==> src/rtl/rvfi_shadow_regfile.sv <==
// rvfi_shadow_regfile: x1..x31 shadow storage with known bits, two async read ports, one write port
module rvfi_shadow_regfile #(
  parameter int W = 32
) (
  input  logic         clock,
  input  logic         reset,
  input  logic [4:0]   ra1,
  input  logic [4:0]   ra2,
  output logic [W-1:0] rd1,
  output logic [W-1:0] rd2,
  output logic         kn1,
  output logic         kn2,
  input  logic         we,
  input  logic [4:0]   wa,
  input  logic [W-1:0] wd
);
  logic [W-1:0] data_q [32];
  logic [W-1:0] data_d [32];
  logic [31:0]  known_q, known_d;
  always_comb begin
    data_d  = data_q;
    known_d = known_q;
    if (we && wa != 5'd0) begin
      data_d[wa]  = wd;
      known_d[wa] = 1'b1;
    end
  end
  always_ff @(posedge clock or negedge reset)
    if (!reset) known_q <= '0;
    else known_q <= known_d;
  // data needs no reset: entries are ignored until their known bit is set
  always_ff @(posedge clock) data_q <= data_d;
  assign rd1 = data_q[ra1];
  assign rd2 = data_q[ra2];
  assign kn1 = known_q[ra1];
  assign kn2 = known_q[ra2];
endmodule

==> config.mk <==
export PLATFORM = sky130hd
export DESIGN_NAME = rvfi_shadow_regfile
export DESIGN_NICKNAME = d
export VERILOG_FILES = /design/src/rtl/rvfi_shadow_regfile.sv
export SDC_FILE = /design/constraint.sdc
export NUM_CORES = 1
export LEC_CHECK = 0
export CORE_MARGIN = 2
export CORE_UTILIZATION = 35
export CTS_BUF_LIST = sky130_fd_sc_hd__clkbuf_4
export DETAILED_ROUTE_END_ITERATION = 16
export GPL_TIMING_DRIVEN = 1
export PLACE_DENSITY_LB_ADDON = 0.25
export SYNTH_ARGS = -nofsm -noshare
export SYNTH_HDL_FRONTEND = slang
export SYNTH_SLANG_ARGS = --single-unit
==> constraint.sdc <==
create_clock -name clock -period 2 [get_ports clock]
set_input_delay 0.3 -clock clock [delete_from_list [all_inputs] [get_ports clock]]
set_output_delay 0.3 -clock clock [all_outputs]
set_load 0.05 [all_outputs]
==> impl_metrics.yaml <==
cts:
  insertion_delay_ns: 1.19
  cts_made_buffers: 306
  cts.sinks: 1056
  h-tree-depth: 5
  cts_tree: "yes"
  cts_root_buf: "clkbuf_4"
  clockBufferDepth: 4
  clk_pin_slew_ns: 0.06
global_route:
  antenna_found_initial: 9
  grt_overflow: 0
  grt_pass1_wl_um: 250000
  grt_max_degree: 33
  grt_pass1_vias: 36110
  grtUsageTotal: 0.2354
drt:
  wl_per_cell_um: 27.43
  ant_nets: 0
  maxUsedRoutingLayer: "met4"
  vias: 35340
  route.detailed.drc: 0
  route.met2.wl_um: 82720
  drt_iter0_drc: 3301
  routed_via_density: 5.535
  met3WireLength_um: 10700
  routed_wl_um: 175100
  drt_first_pass_iters: 6
  drt-met1-wl_um: 75570
synthesis:
  syn_inst: 3529
  yosysWarnings: 0
  yosysSeqAreaShare: 0.6258
  syn_area_sq_mm: 0.05042
  synth_largest_area_cell: "edfxtp_1"
  synth.distinct_cells: 27
  ys_seq_elements: 1056
  synthFlopType: "edfxtp_1"
  async_reset_ff_frac: 0.03030
  syn_area_per_cell_sq_um: 14.29
  synth_edf_count: 1024
  synth_top_area_share: 0.6099
  ys_top_cells_by_area: "edfxtp_1 61%, mux2i_1 21%, a22oi_1 2.9%, a22o_1 2.3%, nand3_1 2.0%"
timing:
  slew_headroom: 0.5892
  slew_violations: 0
  fin_worst_skew_ns: 0
  setup_viol: 66
  fin_crit_sh: 1.518
  hold_slack_ns: 0.2571
  worst_slew_pin_slew_ns: 0.6161
  rsz0062_at_grt: "yes"
  setup_ws_ns: -1.035
  max_freq_ghz: 0.3295
  final-hold-violation-count: 0
  fin_crit_ns: 3.035
place:
  postPlaceCellArea_sq_mm: 0.05922
  hpwl_um: 114100
  portBuffers: 115
  place.gp.congestion: 0.8594
cells_and_area:
  final_layout_size_suffix_gt1_frac: 0.2796
  final_nets: 4315
  synthToLayoutAreaGrowth_pct: 27.77
  design_area_sq_mm: 0.06442
floorplanning:
  die_w_um: 383.5
  die_area_sq_mm: 0.1471
  rows: 139
  die_h_um: 383.5
  start_util: 0.3518
  core_area_sq_mm: 0.1433
  pin_count: 116
critical_path:
  timing.rr.start: "known_q[27]"
  r2r-end: "known_q[27]"
  worst-r2r-setup-slack_ns: 1.18
  critPathLaunchType: "flip-flop"
  ff2ff_path_depth: 1
  critPathKind: "reg -> out"
  cp_max_fo: 2
  cp-end-kind: "primary output"
  cp.required_ns: 1.70
  arrival_ns: 2.74
min_path:
  hp-start: "wa[4]"
  hp-class: "in -> reg"
  holdPathStages: 5
  hold_path_end: "data_q[943]"
run_status:
  status: "complete, but fails checks"
  violations: "setup timing"
pwr:
  powerDensity_mw_per_mm2: 801.5
  power.leakage_nw: 24.90
  max-vdd-ir-drop_mv: 0.5678
job:
  cap_violations: 0
## worst max-delay path: stages (launching register included)
cell and delay [ns]:
edfxtp_1 0.38, mux2i_1 0.17, a22o_1 0.19, nor3_2 0.06, a31oi_2 0.23, nand3_2 0.17
buf_6 0.16, buf_8 0.14
## flip-flops by register name, indices dropped and copies added (netlist names)
name / flops
data_q: 1024
known_q: 32
## logic make-up after synthesis
| family | synth area share |
|---|---|
| AO/OA/AOI/OAI | 0.08026 |
| buffers and inverters | 0.03350 |
| flip-flops | 0.6258 |
| multiplexers | 0.2097 |
| other | 0.00007438 |
| AND/OR/NAND/NOR | 0.05070 |
## per-stage QoR
stage / std cells / worst slack, ns / total power, W / utilization / TNS [ns]
6_report: 6384 / -1.035 / 0.05163 / 0.4495 / -58.14
2_1_floorplan: 3560 / -0.4606 / 0.02887 / - / -325.64
4_1_cts: 6379 / -1.199 / 0.05205 / 0.4481 / -67.32
5_1_grt: 6384 / -1.195 / 0.05371 / 0.4495 / -69.36
3_3_place_gp: 5836 / -1.041 / 0.03216 / 0.4133 / -150.56
3_5_place_dp: 5836 / -1.077 / 0.03219 / 0.4133 / -171.69
## Yosys cell counts, drive strengths merged, types with 5 or more instances
cell / count
a21oi: 198
a22o: 132
a22oi: 198
a31oi: 66
buf: 185
clkbuf: 83
dfrtp: 32
edfxtp: 1024
mux2i: 1056
nand2: 202
nand3: 200
nand3b: 5
nor2: 35
nor3: 66
or2: 33
## timing repair
action	CTS	global route
pin swaps	104	84
hold buffers	35	0
gates resized for setup	206	39
cloned	0	0
endpoints found under the setup margin	66	66
endpoints found under the hold margin	1056	0
setup buffers	0	1
## area by class of cell
| cell class | instances | area [sq um] |
|---|---|---|
| fillers | 12930 | 78890 |
| flip-flops and latches | 1056 | 31550 |
| multi-input cells | 2236 | 18520 |
| repair buffers | 665 | 8289 |
| clock buffers | 440 | 3303 |
| well taps | 1903 | 2381 |
| clock inverters | 78 | 356.6 |
| diodes | 6 | 15.01 |
## power breakdown
| group | switching, W | internal, W |
|---|---|---|
| clock network | 0.00913 | 0.0103 |
| logic | 0.00418 | 0.00307 |
| registers | 0.000231 | 0.0247 |
## worst max path at each step
stage,from,endpoint,slack (ns),cells after the start
after floorplan,wa[1],data_q[192],-0.46,2
after global placement,ra2[2],rd2[23],-1.04,11
after detailed placement,ra2[2],rd2[24],-1.08,10
after CTS,data_q[939],rd1[11],-1.20,7
after global routing,data_q[939],rd1[11],-1.20,7
final,data_q[939],rd1[11],-1.04,7
## per-layer routing
metal	vias to the layer above	global-route usage
met2	1354	0.3796
li1	15550	-
met3	357	0.03510
met1	18080	0.3191
met5	-	0
met4	0	0.09237
## placed cells by master (no fill, tap or decap), types with 7 or more instances in the layout
cell / n
mux2i_1: 1051
edfxtp_1: 1024
clkbuf_4: 440
buf_4: 304
buf_12: 223
nand2_1: 200
a22oi_1: 198
a21oi_1: 198
nand3_1: 148
a22o_1: 131
clkinv_1: 64
clkdlybuf4s50_1: 44
nand3_2: 43
nor3_2: 34
dlygate4sd3_1: 34
nor2_4: 33
or2_2: 33
a31oi_1: 33
buf_6: 33
conb_1: 32
dfrtp_1: 32
nor3_1: 25
buf_8: 24
a31oi_2: 18
a31oi_4: 15
nand3_4: 9
clkinv_2: 9
nor3_4: 7
Power figures use the tool's default switching activity.
